--- config.mk ---
export PLATFORM = sky130hd
export DESIGN_NAME = ddr_xfer_sequencer
export DESIGN_NICKNAME = d
export VERILOG_FILES = /design/src/rtl/ddr_xfer_sequencer.sv
export SDC_FILE = /design/constraint.sdc
export NUM_CORES = 1
export LEC_CHECK = 0
export ABC_AREA = 1
export CAP_MARGIN = 20
export CORE_AREA = 2 2 72 74
export CTS_BUF_LIST = sky130_fd_sc_hd__clkbuf_2 sky130_fd_sc_hd__clkbuf_4 sky130_fd_sc_hd__clkbuf_8
export CTS_CLUSTER_DIAMETER = 50
export CTS_CLUSTER_SIZE = 14
export DETAILED_ROUTE_END_ITERATION = 16
export DIE_AREA = 0 0 74 76
export GPL_TIMING_DRIVEN = 0
export PLACE_DENSITY = 0.81
export SLEW_MARGIN = 40
export SYNTH_ARGS = -nofsm -noshare
export SYNTH_HDL_FRONTEND = slang
export SYNTH_SLANG_ARGS = --single-unit
--- constraint.sdc ---
create_clock -name i_sys_clk -period 2.1 [get_ports i_sys_clk]
set_input_delay 0.63 -clock i_sys_clk [delete_from_list [all_inputs] [get_ports i_sys_clk]]
set_output_delay 0.63 -clock i_sys_clk [all_outputs]
set_load 0.1 [all_outputs]
--- src/rtl/ddr_xfer_sequencer.sv ---
// Launches the HDR-DDR engine once per descriptor, counts frames, relaunches on error up to the retry limit, and emits one response per command.
// Latency: BUS_FREE_CYC gap cycles before each launch. Backpressure: o_cmd_ready drops for the whole transfer, and the response holds until i_resp_ready.
module ddr_xfer_sequencer #(
  parameter int LEN_W        = 8,
  parameter int RETRY_W      = 2,
  parameter int BUS_FREE_CYC = 4
) (
  input  logic               i_sys_clk,
  input  logic               i_sys_rst,
  input  logic               i_cmd_valid,
  output logic               o_cmd_ready,
  input  logic               i_cmd_rnw,
  input  logic               i_cmd_toc,
  input  logic [LEN_W-1:0]   i_cmd_len,
  input  logic [RETRY_W-1:0] i_cmd_retry,
  output logic               o_engine_en,
  output logic               o_wr_rd_bit,
  output logic               o_toc,
  output logic               o_frmcnt_last,
  input  logic               i_frame_done,
  input  logic               i_engine_done,
  input  logic               i_error_valid,
  input  logic [1:0]         i_error_type,
  input  logic               i_abort,
  output logic               o_resp_valid,
  input  logic               i_resp_ready,
  output logic [2:0]         o_resp_status,
  output logic [LEN_W-1:0]   o_resp_words
);

  localparam logic [2:0] S_IDLE   = 3'd0;
  localparam logic [2:0] S_GAP    = 3'd1;
  localparam logic [2:0] S_LAUNCH = 3'd2;
  localparam logic [2:0] S_RUN    = 3'd3;
  localparam logic [2:0] S_RESP   = 3'd4;

  localparam int GAP_W = (BUS_FREE_CYC > 1) ? $clog2(BUS_FREE_CYC) : 1;
  localparam logic [GAP_W-1:0] GAP_LAST = GAP_W'(BUS_FREE_CYC - 1);

  logic [2:0]         r_state;
  logic               r_cmd_rdy;
  logic               r_rnw;
  logic               r_toc;
  logic [LEN_W-1:0]   r_len;
  logic [LEN_W-1:0]   r_cnt;
  logic [LEN_W-1:0]   r_words;
  logic [RETRY_W-1:0] r_retry;
  logic [GAP_W-1:0]   r_gap;
  logic               r_err;
  logic [1:0]         r_etype;
  logic               r_abort;
  logic [2:0]         r_status;

  logic [LEN_W-1:0]   w_words_nxt;
  logic [LEN_W-1:0]   w_cnt_nxt;
  logic               w_err;
  logic [1:0]         w_etype;
  logic               w_abort;
  logic [2:0]         w_err_status;
  logic               w_active;

  // A frame finishing in the same cycle as engine_done is counted before evaluation.
  assign w_words_nxt = (i_frame_done && (r_words != {LEN_W{1'b1}})) ? r_words + LEN_W'(1) : r_words;
  assign w_cnt_nxt   = (i_frame_done && (r_cnt > LEN_W'(1))) ? r_cnt - LEN_W'(1) : r_cnt;
  assign w_err       = r_err | i_error_valid;
  assign w_etype     = i_error_valid ? i_error_type : r_etype;
  assign w_abort     = (r_abort | i_abort) & r_rnw;

  always_comb begin
    w_err_status = 3'b011;
    case (w_etype)
      2'b00:   w_err_status = 3'b001;
      2'b01:   w_err_status = 3'b010;
      default: w_err_status = 3'b011;
    endcase
  end

  assign w_active      = (r_state == S_GAP) || (r_state == S_LAUNCH) || (r_state == S_RUN);
  assign o_cmd_ready   = r_cmd_rdy;
  assign o_engine_en   = (r_state == S_LAUNCH);
  assign o_resp_valid  = (r_state == S_RESP);
  assign o_frmcnt_last = w_active && (r_cnt == LEN_W'(1));
  assign o_wr_rd_bit   = (r_state != S_IDLE) && r_rnw;
  // Non-final attempts must end in a restart so the bus stays owned for the retry.
  assign o_toc         = (r_state != S_IDLE) && r_toc && (r_retry == '0);
  assign o_resp_status = o_resp_valid ? r_status : 3'b000;
  assign o_resp_words  = o_resp_valid ? r_words : '0;

  always_ff @(posedge i_sys_clk or negedge i_sys_rst) begin
    if (!i_sys_rst) begin
      r_state   <= S_IDLE;
      r_cmd_rdy <= 1'b0;
      r_rnw     <= 1'b0;
      r_toc     <= 1'b0;
      r_len     <= '0;
      r_cnt     <= '0;
      r_words   <= '0;
      r_retry   <= '0;
      r_gap     <= '0;
      r_err     <= 1'b0;
      r_etype   <= 2'b00;
      r_abort   <= 1'b0;
      r_status  <= 3'b000;
    end else begin
      case (r_state)
        S_IDLE: begin
          r_cmd_rdy <= 1'b1;
          if (i_cmd_valid && r_cmd_rdy) begin
            r_cmd_rdy <= 1'b0;
            r_rnw     <= i_cmd_rnw;
            r_toc     <= i_cmd_toc;
            r_len     <= i_cmd_len;
            r_cnt     <= i_cmd_len;
            r_words   <= '0;
            r_retry   <= i_cmd_retry;
            r_gap     <= '0;
            r_err     <= 1'b0;
            r_abort   <= 1'b0;
            if (i_cmd_len == '0) begin
              r_status <= 3'b101;
              r_state  <= S_RESP;
            end else begin
              r_state  <= S_GAP;
            end
          end
        end
        S_GAP: begin
          if (r_gap == GAP_LAST) r_state <= S_LAUNCH;
          else r_gap <= r_gap + GAP_W'(1);
        end
        S_LAUNCH: r_state <= S_RUN;
        S_RUN: begin
          r_words <= w_words_nxt;
          r_cnt   <= w_cnt_nxt;
          if (i_error_valid) begin
            r_err   <= 1'b1;
            r_etype <= i_error_type;
          end
          if (i_abort) r_abort <= 1'b1;
          if (i_engine_done) begin
            if (w_err && (r_retry != '0)) begin
              r_retry <= r_retry - RETRY_W'(1);
              r_cnt   <= r_len;
              r_words <= '0;
              r_err   <= 1'b0;
              r_abort <= 1'b0;
              r_gap   <= '0;
              r_state <= S_GAP;
            end else if (w_err) begin
              r_status <= w_err_status;
              r_state  <= S_RESP;
            end else if (w_abort) begin
              r_status <= 3'b100;
              r_state  <= S_RESP;
            end else begin
              r_status <= 3'b000;
              r_state  <= S_RESP;
            end
          end
        end
        S_RESP: begin
          if (i_resp_ready) begin
            r_cmd_rdy <= 1'b1;
            r_state   <= S_IDLE;
          end
        end
        default: r_state <= S_IDLE;
      endcase
    end
  end

endmodule

# --- Word-level counts from Yosys, hierarchy flattened ---
# Index checks and enable logic that the tools add are counted.
word_totals:
  wordCells: 112
  register_bits: 41
  output_inout_bits: 17
classes:
  bitwise_logic: 3
  mux: 49
  n_eq_ne: 16
  n_addsub: 4
  magnitude_cmp: 1
  reduce_logical: 26
ops:
  columns: ["op", "n"]
  rows:
  - ["$mux 8", 9]
  - ["$mux 3", 13]
  - ["$pmux 8 s2", 2]
  - ["$mux 2", 8]
  - ["$pmux 3 s5", 1]
  - ["$ne 2x2->1 const B", 5]
  - ["$reduce_and 5->1", 2]
  - ["$mux 1", 9]
  - ["$add 8x1->8 const B", 1]
  - ["$eq 8x1->1 const B", 1]
  - ["$gt 8x1->1 const B", 1]
  - ["$logic_and 1x1->1", 8]
  - ["$logic_not 8->1", 1]
  - ["$ne 8x8->1 const B", 1]
  - ["$pmux 2 s2", 2]
  - ["$reduce_and 4->1", 2]
  - ["$sub 8x1->8 const B", 1]
  - ["$eq 3x2->1 const B", 2]
  - ["$ne 2x1->1 const B", 3]
  - ["$pmux 1 s2", 3]
  - ["$pmux 2 s3", 1]
  - ["$pmux 3 s2", 1]
  - ["$reduce_and 2->1", 3]
  - ["$reduce_bool 2->1", 3]
  - ["12 further kinds", 16]

# --- Logic depth before layout (Yosys ltp) ---
# Gate-level depths: netlist of run 1.
depth:
  ltp_word: 7
  mapped_depth: 11

# --- Least setup slack after synthesis of run 1 ---
# OpenSTA, ideal clock, no wires.
synth_path:
  path_type: "register -> output"
  from: "register r_state[2]"
  to: "output port o_engine_en"
  path_buffers: 0
  t_arrival_ns: 2.607
  setup_slack_ns: -1.137
  path_stages_with_launch: 2
  required_ns: 1.470
  path_cell_list: "dfrtp_1 -> nor3_1"
synth_between:
  elab_chain_len: 1
synth_lines:
  columns: ["element", "line", "text"]
  rows:
  - ["from (decl)", "40", "logic [2:0] r_state;"]
  - ["from (signal assigned)", "91", "r_state <= S_IDLE;"]
  - ["from (signal assigned)", "121", "r_state <= S_RESP;"]
  - ["from (signal assigned)", "123", "r_state <= S_GAP;"]
  - ["$eq 3x2->1", "80", "assign o_engine_en = (r_state == S_LAUNCH);"]
  - ["to (decl)", "16", "output logic o_engine_en,"]
# Every way passes these cells.

# --- Worst setup path after layout of run 1 ---
layout_path:
  from: "register r_state[1]"
  to: "output port o_resp_words[4]"
layout_between:
  elab_chain_len: 2
layout_lines:
  columns: ["element", "line", "text"]
  rows:
  - ["$eq 3x3->1", "81", "assign o_resp_valid = (r_state == S_RESP);"]
  - ["$mux 8", "87", "assign o_resp_words = o_resp_valid ? r_words : '0;"]
  - ["to (decl)", "28", "output logic [LEN_W-1:0] o_resp_words"]
# Every way passes these cells.

==> metrics.txt, run 1 <==
Crit. End Element=output pin; Die Y=between 70 and 80 um; relative slew slack=between 60% and 70%; Post-CTS Hold Fix Bufs=0; synthesized netlist net count=394; failing checks=setup timing; Final Slew Violations=0; reg2reg path depth=11; root buffer cell=clkbuf_8; Final nets=approximately 450; P per Cell Area=~1300 nW/um^2; Worst Hold Class=in2async; GRT Total Usage=between 20% and 30%; #FFs+latches synth=41; max cap viols=0; Comb pwr share=between 50 and 60%; Setup crit start kind=flop; share of cells above drive strength 1=a little under a quarter; Layout fillers=between 300 and 400; Post-Syn Instances=367; library cells used by synthesis=35; Hold Fails Final Rpt=0; Die W=74 um; I/O pins=39; Vias/cell=a little over 5; grt ovf=0; CTS H-tree depth=2; Post-Syn Area=roughly 2600 um^2; Final HPWL DP=~4600 um; RSZ-0062 raised after global routing=yes; via count=between 2,000 and 3,000; final WL=6532 um; Critical Path RT=between 1 and 1.5 ns; Worst Path Arrival=around 1.5 ns; Yosys top cell area share=between 30 and 40%; hold_ws=between 0.3 and 0.4 ns; share of power burned in registers=30.0%; final setup violation count=10; Max Fclk=0.4654 GHz; input/output buffers=38; Switch Pwr=roughly 2.3 mW; clock latency on the worst-skew pair=roughly 0.30 ns; global-route wire length before repair=approximately 11,000 um; r2r startpoint=r_cnt[0]; Clock Skew=~0.0048 ns; area delta synth->final=37.04%; minimum setup slack after placement=-0.3438 ns; Post-synth top cells=125 x nand2_1, 44 x inv_1, 41 x dfrtp_1; num rows=26; vias in the first global route=approximately 2,500; Starting Density=~53%; total power=roughly 4.7 mW; setup ws final=-0.04867 ns; Clk network pwr share=14.6%; Pre-antenna DRT Iters=5; switching portion of total power=47.87%; WL per Instance=13.30 um; maximum vdd drop=just under 900 uV; DR iter-0 viols=about 160; Critical path origin=r_state[1]; internal power=about 2.5 mW; clock buffer count from CTS=5; RePlAce Congestion=0.8982; n_diodes=0; Synth area leader=dfrtp_1; status=complete, but fails checks; die area=around 5600 um^2; r2r endpoint=r_cnt[6]; period utilization=102.3%; largest net degree at the start of global routing=42; Worst-path clk slew=around 0.08 ns; number of flops mapped to enable cells by yosys=0; CTS sink cnt=41; prevailing post-synth register cell=dfrtp_1; Pleak=roughly 1.7 nW; Final ANT Viol Nets=0; initial antenna violation count=0; YS warnings=0; worst-path fanout max=5; Area contributors post-synth=dfrtp_1 39%, nand2_1 18%, inv_1 6.3%; worst slew pin tran=approximately 0.54 ns; Tmin final=around 2.1 ns; CP Class=reg2out; CTS tree=built; most numerous cell in the Yosys netlist=nand2_1; Max Buffers Root-to-Sink=2; DRC=0; Synth async-reset ratio=100.0%; Core ar.=slightly below 5000 um^2; register area share after synthesis=39.14%; syn_area_per_cell=about 7 um^2; R2R Setup Slk=between 0.2 and 0.3 ns
-- worst max path at each step --
stage	end	slack, ns	depth (start not counted)
2_1_floorplan	o_toc	-0.44	4
3_3_place_gp	o_resp_words[0]	-0.87	5
3_5_place_dp	r_cnt[0]	-0.34	8
4_1_cts	o_resp_words[4]	-0.05	5
5_1_grt	o_resp_words[4]	-0.10	5
6_report	o_resp_words[4]	-0.05	5
-- power groups by stage --
stage | registers [mW] | clock network (mW) | logic (mW)
final | 1.41 | 0.686 | 2.61
after floorplan | 1.39 | 0 | 1.84
after global routing | 1.45 | 0.716 | 2.91
after detailed placement | 1.40 | 0 | 2.31
after CTS | 1.39 | 0.688 | 2.47
after global placement | 1.38 | 0 | 2.30
-- stage by stage --
stage                     instance area, um^2  std cells  utilization [%]  setup TNS [ns]
after floorplan                          2730        367                -          -1.257
after global placement                   3198        475            65.10          -42.39
after detailed placement                 3110        475            63.32          -3.823
after CTS                                3497        486            71.19         -0.3882
after global routing                     3592        491            73.13         -0.8970
final                                    3592        491            73.13         -0.3978
-- logic make-up (layout without fill, tap and decap cells) --
logic type | Yosys count | count (layout) | synth area share (%)
AOI/OAI and AO/OA | 58 | 58 | 12.79
xor gates and xnor gates | 5 | 5 | 1.671
and+or+nand+nor | 199 | 199 | 34.42
buffers and inverters | 59 | 113 | 9.594
adders and majority gates | 5 | 5 | 2.387
DFF | 41 | 41 | 39.14
-- layout by cell type (no fill, tap or decap), types with 7 or more instances in the layout --
master	Yosys	layout
nand2_1	125	122
inv_1	44	42
dfrtp_1	41	37
nor2_1	37	22
clkdlybuf4s50_1	0	20
o21ai_0	19	19
nor2_4	4	18
o21ai_1	18	17
nand3_1	15	15
buf_12	0	13
buf_4	1	11
inv_2	6	7
-- layout make-up --
cell class	instances	area (um^2)	area share, %
Timing Repair Buffer	47	588.1	16.37
Tap cell	70	87.58	2.438
Inverter	53	212.7	5.921
Clock inverter	1	30.03	0.8359
Buffer	5	60.06	1.672
Sequential cell	41	1031	28.70
Multi-Input combinational cell	267	1493	41.55
Clock buffer	7	90.09	2.508
-- critical path, cell delays in order (launching register included) --
cell,delay [ns]
dfrtp_1,0.43
nor2_4,0.20
nand2_4,0.12
clkbuf_16,0.19
nor2_4,0.10
buf_12,0.18
-- repair_timing --
item	CTS	global route
cloned	1	0
resized for setup	57	17
setup endpoints to repair	18	23
pin swaps	4	4
buffers inserted	3	5
-- registers in the layout (all words and copies together), names as in the netlist --
| register | flops |
|---|---|
| r_retry | 2 |
| r_rnw | 1 |
| r_abort | 1 |
| r_state | 3 |
| r_toc | 1 |
| r_err | 1 |
| o_cmd_ready | 1 |
| r_cnt | 8 |
| r_status | 3 |
| r_len | 8 |
| r_etype | 2 |
| r_words | 8 |
| r_gap | 2 |
-- routing by layer --
metal | vias up | track usage [%] | wire length (um)
met5 | - | 0 | 0
li1 | 1259 | - | -
met4 | 0 | 6.545 | 107
met3 | 14 | 3.836 | 297
met1 | 1184 | 32.01 | 2739
met2 | 86 | 44.02 | 3387
No activity file was read; power rests on OpenSTA's default activity.
==> inputs of run 2 (changes only) <==
--- a/config.mk
+++ b/config.mk
@@ -13,8 +13,10 @@
 export CTS_CLUSTER_SIZE = 14
 export DETAILED_ROUTE_END_ITERATION = 16
 export DIE_AREA = 0 0 74 76
+export GPL_ROUTABILITY_DRIVEN = 0
 export GPL_TIMING_DRIVEN = 0
-export PLACE_DENSITY = 0.81
+export MAX_ROUTING_LAYER = met4
+export PLACE_DENSITY_LB_ADDON = 0.3
 export SLEW_MARGIN = 40
 export SYNTH_ARGS = -nofsm -noshare
 export SYNTH_HDL_FRONTEND = slang
==> run 2 against run 1 <==
Net effect:
- the run still ends with setup timing left
- final cell count up 0.20%
- via count down 1.1%
- die area unchanged
- combinational power about the same
- core utilization down 1.2 points
- fmax up 1.9%
- design area down 1.7%
- critical path depth unchanged
- largest cell class unchanged
- highest routed layer unchanged
==> metrics.txt, run 2 (synthesis gave the netlist of run 1 again) <==
final WL=approximately 6500 um; crit path cell chain=nor2_4, nand2_4, clkbuf_16, nor2_4, buf_12; Crit. End Element=output pin; setup ws final=-0.009474 ns; Post-Route Setup TNS=-0.01341 ns; period utilization=100.5%; Hold Fails Final Rpt=0; max cap viols=0; most common cell after layout, fill and taps aside=nand2_1; largest net degree at the start of global routing=42; Pleak=between 1.5 and 2 nW; Post-Layout Cell Count=around 490; initial antenna violation count=0; GRT Total Usage=25.97%; most frequent cells in the layout=122 x nand2_1, 42 x inv_1, 38 x dfrtp_1, 24 x nor2_1, 20 x clkdlybuf4s50_1; relative slew slack=roughly 64%; CTS H-tree depth=2; Post-DP Area=around 3100 um^2; Worst Hold Class=in2async; RSZ-0062 raised after global routing=yes; Die W=about 74 um; clock buffer count from CTS=5; Final HPWL DP=roughly 4500 um; Design Area, Final=around 3500 um^2; vias in the first global route=between 2,000 and 2,500; r2r endpoint=r_cnt[6]; Clock Skew=0.007938 ns; Worst-path clk slew=roughly 0.07 ns; Placed Cells=~480; failing checks=setup timing; die area=5624 um^2; Max Buffers Root-to-Sink=2; Die Y=76 um; root buffer cell=clkbuf_8; via count=2,514; DR iter-0 viols=roughly 200; num rows=26; Max Fclk=roughly 0.47 GHz; Final Slew Violations=0; Core ar.=approximately 5000 um^2; WL per Instance=roughly 13 um; global-route wire length before repair=between 10,000 and 15,000 um; final setup violation count=2; share of cells above drive strength 1=22.27%; worst slew pin tran=~0.54 ns; DRC=0; Layout fillers=roughly 370; n_diodes=0; CTS sink cnt=~40; P per Cell Area=around 1300 nW/um^2; reg2reg path depth=10; Final nets=449; CP Class=reg2out; R2R Setup Slk=~0.21 ns; Vias/cell=just over 5; Final ANT Viol Nets=0; Setup crit start kind=flop; Regs by FF count=r_cnt (8), r_len (8), r_words (8); area delta synth->final=34.70%; r2r startpoint=r_cnt[0]; clock latency on the worst-skew pair=around 0.3 ns; cell with the largest stage delay on the worst path=dfrtp_2; Pre-antenna DRT Iters=4; CTS tree=built; maximum vdd drop=between 800 and 900 uV; Worst Path Arrival=around 1.5 ns; slowest stage delay, CP=approximately 0.45 ns; Critical Path RT=roughly 1.5 ns; worst-path fanout max=5; Crit path top cell by count=nor2_4; input/output buffers=38; I/O pins=39; status=complete, but fails checks; fin util=between 70% and 80%; Starting Density=between 50% and 60%; Tmin final=around 2.1 ns; grt ovf=0
==> run 2: cell types whose count changed in the layout (fill, tap and decap cells not counted), sizes merged <==
cell,delta
buf,+3
clkbuf,-1
bufinv,-1
==> run 2: final cells by class <==
cell class	count	area, um^2	area share [%]
multi-input combinational	267	1471	41.67
sequential	41	1030	29.16
timing repair buffer	49	579.3	16.41
inverter	53	212.7	6.024
clock buffer	7	90.09	2.551
tap	70	87.58	2.481
buffer	5	60.06	1.701
==> run 2: how the worst max path moves through the flow <==
stage,slack (ns),startpoint,to
after floorplan,-0.44,r_state[0],o_toc
after global routing,-0.06,r_state[0],o_resp_words[2]
after detailed placement,-0.32,i_error_valid,r_cnt[0]
final,-0.009,r_state[0],o_resp_words[2]
after global placement,-0.85,r_state[0],o_resp_words[0]
after CTS,-0.08,r_state[0],o_resp_status[1]
==> run 2: power breakdown <==
part	internal [mW]	switching [mW]	leakage [nW]
combinational	0.916	1.70	1.14
sequential	1.12	0.279	0.515
clock	0.274	0.265	0.0477
==> run 2: routing by layer <==
| layer | global-route usage (%) | share of wire (%) | wire [um] |
|---|---|---|---|
| met5 | - | 0 | 0 |
| met4 | 10.36 | 3.1 | 200 |
| met3 | 5.026 | 5.6 | 367 |
| met2 | 40.27 | 50 | 3286 |
| met1 | 33.16 | 41 | 2680 |
==> run 2: what timing repair did <==
item | in CTS | in global routing
setup buffers | 3 | 7
pin swaps | 5 | 5
gates resized for setup | 57 | 11
gates cloned | 1 | 0
setup endpoints to repair | 17 | 14
hold buffers | 0 | 0
==> run 2: critical path, delay by kind of cell, from the launching register on <==
family	cells	cell delay [ns]
flip-flops	1	0.45
buffers and inverters	2	0.36
AND/OR/NAND/NOR	3	0.37
==> run 2: through the flow <==
stage	power, mW	setup slack (ns)	hold WS [ns]
final	4.554	-0.009474	0.3031
after CTS	4.401	-0.07551	0.3352
after floorplan	3.226	-0.4374	0.3344
after global placement	3.675	-0.8451	0.4509
after global routing	4.916	-0.06310	0.3543
after detailed placement	3.709	-0.3155	0.4564
